[src/rtl/conv_row_window_feeder_if.sv]
// Pixel stream handshake into the row window feeder.
// One beat carries all D channels of a single pixel.
interface conv_row_window_feeder_if #(
    parameter int D  = 4,
    parameter int DW = 8
);
    logic [D*DW-1:0] pix_i;
    logic            pix_valid_i;
    logic            pix_ready_o;

    modport master (
        output pix_i,
        output pix_valid_i,
        input  pix_ready_o
    );

    modport slave (
        input  pix_i,
        input  pix_valid_i,
        output pix_ready_o
    );
endinterface

[src/rtl/conv_row_window_feeder.sv]
// Builds zero-padded top/centre/bottom row windows from a raster stream
// and hands one window per output row to the downstream conv stage.
module conv_row_window_feeder #(
    parameter int D                = 4,
    parameter int H                = 12,
    parameter int W                = 12,
    parameter int input_DATA_WIDTH = 8
) (
    input  logic                                 clk,
    input  logic                                 rstn_i,
    conv_row_window_feeder_if.slave              pix,
    input  logic                                 conv_done_i,
    output logic [input_DATA_WIDTH*D*(W+2)-1:0]  image0,
    output logic [input_DATA_WIDTH*D*(W+2)-1:0]  image1,
    output logic [input_DATA_WIDTH*D*(W+2)-1:0]  image2,
    output logic                                 image_start,
    output logic                                 frame_done_o,
    output logic                                 busy_o
);
    localparam int DW = input_DATA_WIDTH;
    localparam int SW = DW * (W + 2);
    localparam int RB = SW * D;
    localparam int CW = $clog2(W + 1);
    localparam int NW = $clog2(H + 1);
    localparam logic [CW-1:0] COL_LAST = CW'(W - 1);
    localparam logic [NW-1:0] ROW_ALL  = NW'(H);
    localparam logic [NW-1:0] WIN_LAST = NW'(H - 1);

    typedef enum logic [2:0] {
        IDLE,
        LOAD,
        START,
        WAIT,
        DONE
    } state_t;

    state_t        state;
    logic [RB-1:0] top;
    logic [RB-1:0] mid;
    logic [RB-1:0] bot;
    logic [RB-1:0] bot_wr;
    logic [CW-1:0] col_cnt;
    logic [NW-1:0] row_cnt;
    logic [NW-1:0] win_cnt;
    logic          ready;
    logic          accept;

    assign pix.pix_ready_o = ready;
    assign accept          = pix.pix_valid_i && ready;
    assign image0          = top;
    assign image1          = mid;
    assign image2          = bot;

    // Bottom row with the incoming beat merged in; edge slots never written.
    always_comb begin
        bot_wr = bot;
        for (int d = 0; d < D; d++) begin
            bot_wr[SW*d + DW*(int'(col_cnt) + 1) +: DW] = pix.pix_i[DW*d +: DW];
        end
    end

    always_ff @(posedge clk or negedge rstn_i) begin
        if (!rstn_i) begin
            state        <= IDLE;
            top          <= '0;
            mid          <= '0;
            bot          <= '0;
            col_cnt      <= '0;
            row_cnt      <= '0;
            win_cnt      <= '0;
            ready        <= 1'b0;
            busy_o       <= 1'b0;
            image_start  <= 1'b0;
            frame_done_o <= 1'b0;
        end else begin
            image_start  <= 1'b0;
            frame_done_o <= 1'b0;
            unique case (state)
                IDLE: begin
                    state  <= LOAD;
                    ready  <= 1'b1;
                    busy_o <= 1'b1;
                end
                LOAD: begin
                    if (accept) begin
                        bot <= bot_wr;
                        if (col_cnt == COL_LAST) begin
                            col_cnt <= '0;
                            row_cnt <= row_cnt + 1'b1;
                            // Row 0 alone cannot form a window: slide it up.
                            if (row_cnt == '0) begin
                                top <= mid;
                                mid <= bot_wr;
                                bot <= '0;
                            end else begin
                                state       <= START;
                                ready       <= 1'b0;
                                image_start <= 1'b1;
                            end
                        end else begin
                            col_cnt <= col_cnt + 1'b1;
                        end
                    end
                end
                START: begin
                    state <= WAIT;
                end
                WAIT: begin
                    if (conv_done_i) begin
                        win_cnt <= win_cnt + 1'b1;
                        if (win_cnt == WIN_LAST) begin
                            state        <= DONE;
                            frame_done_o <= 1'b1;
                        end else begin
                            top <= mid;
                            mid <= bot;
                            bot <= '0;
                            // All rows in: next window is the bottom padding one.
                            if (row_cnt == ROW_ALL) begin
                                state       <= START;
                                image_start <= 1'b1;
                            end else begin
                                state <= LOAD;
                                ready <= 1'b1;
                            end
                        end
                    end
                end
                DONE: begin
                    state   <= IDLE;
                    busy_o  <= 1'b0;
                    top     <= '0;
                    mid     <= '0;
                    bot     <= '0;
                    col_cnt <= '0;
                    row_cnt <= '0;
                    win_cnt <= '0;
                end
                default: begin
                    state <= IDLE;
                end
            endcase
        end
    end
endmodule

[src/flat_wrapper.sv]
// flat-port wrapper written by rule: the top's interface ports become plain ports
module conv_row_window_feeder_flat 
#(
    parameter int D                = 4,
    parameter int H                = 12,
    parameter int W                = 12,
    parameter int input_DATA_WIDTH = 8
)
  (clk, rstn_i, conv_done_i, image0, image1, image2, image_start, frame_done_o, busy_o, pix_pix_i, pix_pix_valid_i, pix_pix_ready_o);
  conv_row_window_feeder_if #(.D(D), .DW((8))) pix_i ();
  input  logic clk;
  input  logic rstn_i;
  input  logic conv_done_i;
  output logic [input_DATA_WIDTH*D*(W+2)-1:0] image0;
  output logic [input_DATA_WIDTH*D*(W+2)-1:0] image1;
  output logic [input_DATA_WIDTH*D*(W+2)-1:0] image2;
  output logic image_start;
  output logic frame_done_o;
  output logic busy_o;
  input wire logic [$bits(pix_i.pix_i)-1:0] pix_pix_i;
  input wire logic [$bits(pix_i.pix_valid_i)-1:0] pix_pix_valid_i;
  output wire logic [$bits(pix_i.pix_ready_o)-1:0] pix_pix_ready_o;
  assign pix_i.pix_i = pix_pix_i;
  assign pix_i.pix_valid_i = pix_pix_valid_i;
  assign pix_pix_ready_o = pix_i.pix_ready_o;
  conv_row_window_feeder #(.D(D), .H(H), .W(W), .input_DATA_WIDTH(input_DATA_WIDTH)) u_core (.clk(clk), .rstn_i(rstn_i), .pix(pix_i), .conv_done_i(conv_done_i), .image0(image0), .image1(image1), .image2(image2), .image_start(image_start), .frame_done_o(frame_done_o), .busy_o(busy_o));
endmodule
[config.mk]
export PLATFORM = sky130hd
export DESIGN_NAME = conv_row_window_feeder_flat
export DESIGN_NICKNAME = d
export VERILOG_FILES = /design/src/rtl/conv_row_window_feeder_if.sv /design/src/rtl/conv_row_window_feeder.sv /design/src/flat_wrapper.sv
export SDC_FILE = /design/constraint.sdc
export NUM_CORES = 2
export LEC_CHECK = 0
export CORE_AREA = 2 2 536 538
export DETAILED_ROUTE_END_ITERATION = 10
export DIE_AREA = 0 0 538 540
export PLACE_DENSITY = 0.42
export SLEW_MARGIN = 20
export SYNTH_ARGS = -nofsm -noshare
export SYNTH_HDL_FRONTEND = slang
export SYNTH_SLANG_ARGS = --single-unit
[constraint.sdc]
create_clock -name clk -period 6.35 [get_ports clk]
set_input_delay 1.5875 -clock clk [delete_from_list [all_inputs] [get_ports clk]]
set_output_delay 1.5875 -clock clk [all_outputs]
set_load 0.03 [all_outputs]
==> qor.txt <==
Via density: 6.11
Worst r2r src: u_core.col_cnt[0]$_DFFE_PN0P_
Pwr Density: 783 nW/um^2
Leakage power: 0.0466 uW
Post-Synthesis Cells: 9175
Endpoints failing hold: 0
DPL Wire Length: 529 mm
Area growth syn-to-layout: 43.7%
Critical path class: flop to flop
Post-synth ARST share: 100%
Commonest non-fill, non-tap cells in the layout: nand2_1, dfrtp_1, clkdlybuf4s50_1
Final non-filler cell total: 15100
EDFF count, synth: 0
Routed wire length: 682 mm
Gate power share: 67.1%
Area post-placement: 100000 um^2
GRT overflow: 0
Largest net degree at the start of global routing: 160
Clock sinks: 1363
Setup TNS: 0 ps
CP Cell Sequence: inv_1, ha_1, inv_1, ha_1, xnor2_4, xnor2_1, nand3_1, nor2_1, ha_1, clkinv_1, a211oi_1, buf_4, buf_4, nor2_1, buf_4, nor3_1, buf_4, a211oi_1, nor4_1, a211oi_1, o21ai_0
Die Span X: 538 um
Max Slew Vio Count: 0
Most common cell after layout, fill and taps aside: nand2_1
H-tree Lvls: 4
Core Area: 284000 um^2
FF-to-FF path depth: 21
Root Driver: clkbuf_16
Sw Ratio: 59.4%
Nets: 11200
PortBufs: 1383
CP arrival: 6530 ps
Initial antenna violation count: 139
Cts hold-fix bufs: 0
CTS max path bufs: 4
Largest cells by area after synthesis: dfrtp_1, nand2_1, a21oi_1
Placer Congestion: 1.17
Top_reg_cell synth: dfrtp_1
R2R Setup Slk: 560 ps
CP max FO: 8
Vias in the first global route: 84500
Yosys warnings: 0
Post-CTS Setup Bufs: 0
CP Capture Type: flop
Initial Util: 26.0%
Slowest Stage Delay on Critical Path: 660 ps
Final setup violation count: 0
Tot GR Track Use: 45.3%
VDD IR-drop max: 0.620 mV
Top-area cell type share of the netlist area: 46.0%
Net Switching: 49500 uW
CTS tree: done
Crit path required time: 7090 ps
Most common cell on crit path: buf_4
Yosys cell types: 95
Crit path capture: u_core.image1[8]$_DFFE_PN0P_
First-iteration detailed-routing DRC count: 13800
Min-delay worst type: flop to flop
Total CTS buffers: 175
Period utilization: 91.2%
Syn_nets: 9233
Drt wl/cell: 45.0 um
Share of post-route cells with drive strength above 1: 14.9%
Internal power: 33900 uW
RSZ-0062 raised after global routing: no
Clock Power Share: 12.9%
Sequential area share after synthesis: 46.0%
Sequential Power Share: 20.0%
Fin area: 106000 um^2
Worst-skew pair later-pin latency: 930 ps
Slew @ Worst Pin: 1410 ps
Post-CTS resize count: 0
Clock transition at path regs: 60 ps
#FFs+latches synth: 1363
Placed Instances: 14700
Worst R2R End: u_core.image1[8]$_DFFE_PN0P_
Post-synth top area cell: dfrtp_1
Start point of the critical path: u_core.col_cnt[0]$_DFFE_PN0P_
Drt drc: 0
Remaining antenna violation count: 0
Clock period minus worst slack: 5790 ps
Die H: 540 um
Die area: 291000 um^2
Relative slew slack: 6.29%
Status: completed
Row cnt: 196
Max_cap viols: 0
Maximum clock frequency: 173 MHz
Fillers: 29500
First-pass GRT wire length: 875 mm
Crit start category: flop
I/O pins: 1384
Routed vias: 92500
Worst Skew: 43.4 ps
Syn Std Cell Area: 74100 um^2
Avg Inst Size Synth: 8.07 um^2
Slowest CP cell: a211oi_1
Tot Pwr: 83400 uW
DRT Pass-1 Iters: 8
-- power groups by stage --
stage | registers, uW | logic (uW) | clock network [uW]
after floorplan | 20500 | 15600 | 0
final | 16700 | 56000 | 10800
after global routing | 16800 | 55700 | 11200
after CTS | 16500 | 53500 | 10900
after detailed placement | 16600 | 53300 | 0
after global placement | 16500 | 53300 | 0
-- cell type report --
type,count,area [um^2],share of cell area (%)
Multi-Input combinational cell,7002,37500,35.2
Sequential cell,1363,34100,32.0
Clock buffer,243,5060,4.75
Antenna cell,104,260,0.244
Clock inverter,68,910,0.854
Tap cell,3762,4710,4.42
Inverter,42,160,0.150
Timing Repair Buffer,2565,23800,22.3
-- worst min path at each step --
| stage | from | cells after the start | end | slack [ps] |
|---|---|---|---|---|
| after floorplan | u_core.win_cnt[1]$_DFFE_PN0P_ | 2 | u_core.win_cnt[1]$_DFFE_PN0P_ | 520 |
| after global placement | u_core.image0[214]$_DFFE_PN0P_ | 2 | u_core.image0[214]$_DFFE_PN0P_ | 450 |
| after detailed placement | u_core.image0[363]$_DFFE_PN0P_ | 2 | u_core.image0[363]$_DFFE_PN0P_ | 450 |
| after CTS | u_core.image0[23]$_DFFE_PN0P_ | 2 | u_core.image0[23]$_DFFE_PN0P_ | 470 |
| after global routing | u_core.image0[113]$_DFFE_PN0P_ | 2 | u_core.image0[113]$_DFFE_PN0P_ | 480 |
| final | u_core.image0[306]$_DFFE_PN0P_ | 2 | u_core.image0[306]$_DFFE_PN0P_ | 460 |
-- worst max-delay path: cells and delay by family (launching register included) --
kind                     cells  cell delay [ps]
AO/OA/AOI/OAI                4             1160
flip-flops                   1              530
buffers and inverters        7             1280
XOR/XNOR                     2              520
adder cells (fa/ha/maj)      3             1090
AND/OR/NAND/NOR              5             1030
-- cell families (layout without fill, tap and decap cells) --
family | count (synthesis) | after routing | share of synthesized area, %
simple gates | 3843 | 3843 | 22.4
compound gates | 2916 | 2916 | 23.9
flops | 1363 | 1363 | 46.0
buf+inv | 810 | 2918 | 4.20
mux | 195 | 195 | 2.66
xor+xnor | 26 | 26 | 0.412
fa+ha+maj | 22 | 22 | 0.372
other cells | 0 | 104 | 0
-- layer usage --
layer	global-route usage [%]	part of all wire [%]
met3	16.4	12
met1	58.5	40
met5	0.683	0.027
met4	29.1	7.5
met2	63.2	41
-- Yosys cell counts (24+ instances only) --
master and instances:
nand2_1 1912, a21oi_1 950, a31oi_1 111, nor3_1 137, buf_1 47, buf_2 27, and3_1 226, nor2_1 742
a32oi_1 40, mux2i_1 178, o221ai_1 29, inv_1 40, o21ai_1 35, and2_1 63, o211ai_1 122, o21ai_0 873
dfrtp_1 1363, o31ai_1 29, a21o_1 32, nand3_1 636, o22ai_1 39, nor4_1 31, a22o_1 61, o311ai_0 26
a311oi_1 24, clkbuf_1 688, a211o_1 38, a22oi_1 69, a211oi_1 212, a221oi_1 62
-- registers in the layout (all words and copies together), names as in the netlist --
name,count
u_core.image0,448
u_core.image1,448
u_core.image2,448
u_core.col_cnt,4
u_core.row_cnt,4
u_core.win_cnt,4
u_core.state,3
u_core.busy_o,1
u_core.frame_done_o,1
u_core.image_start,1
u_core.pix.pix_ready_o,1
-- stage by stage --
step | setup WS (ps) | hold slack (ps) | util (%)
floorplan | 967 | 523 | -
global placement | 708 | 449 | 35.2
detailed placement | 786 | 454 | 35.2
CTS | 727 | 467 | 37.3
global route | 309 | 481 | 37.3
finish | 559 | 464 | 37.4
No activity file was read; power rests on OpenSTA's default activity.
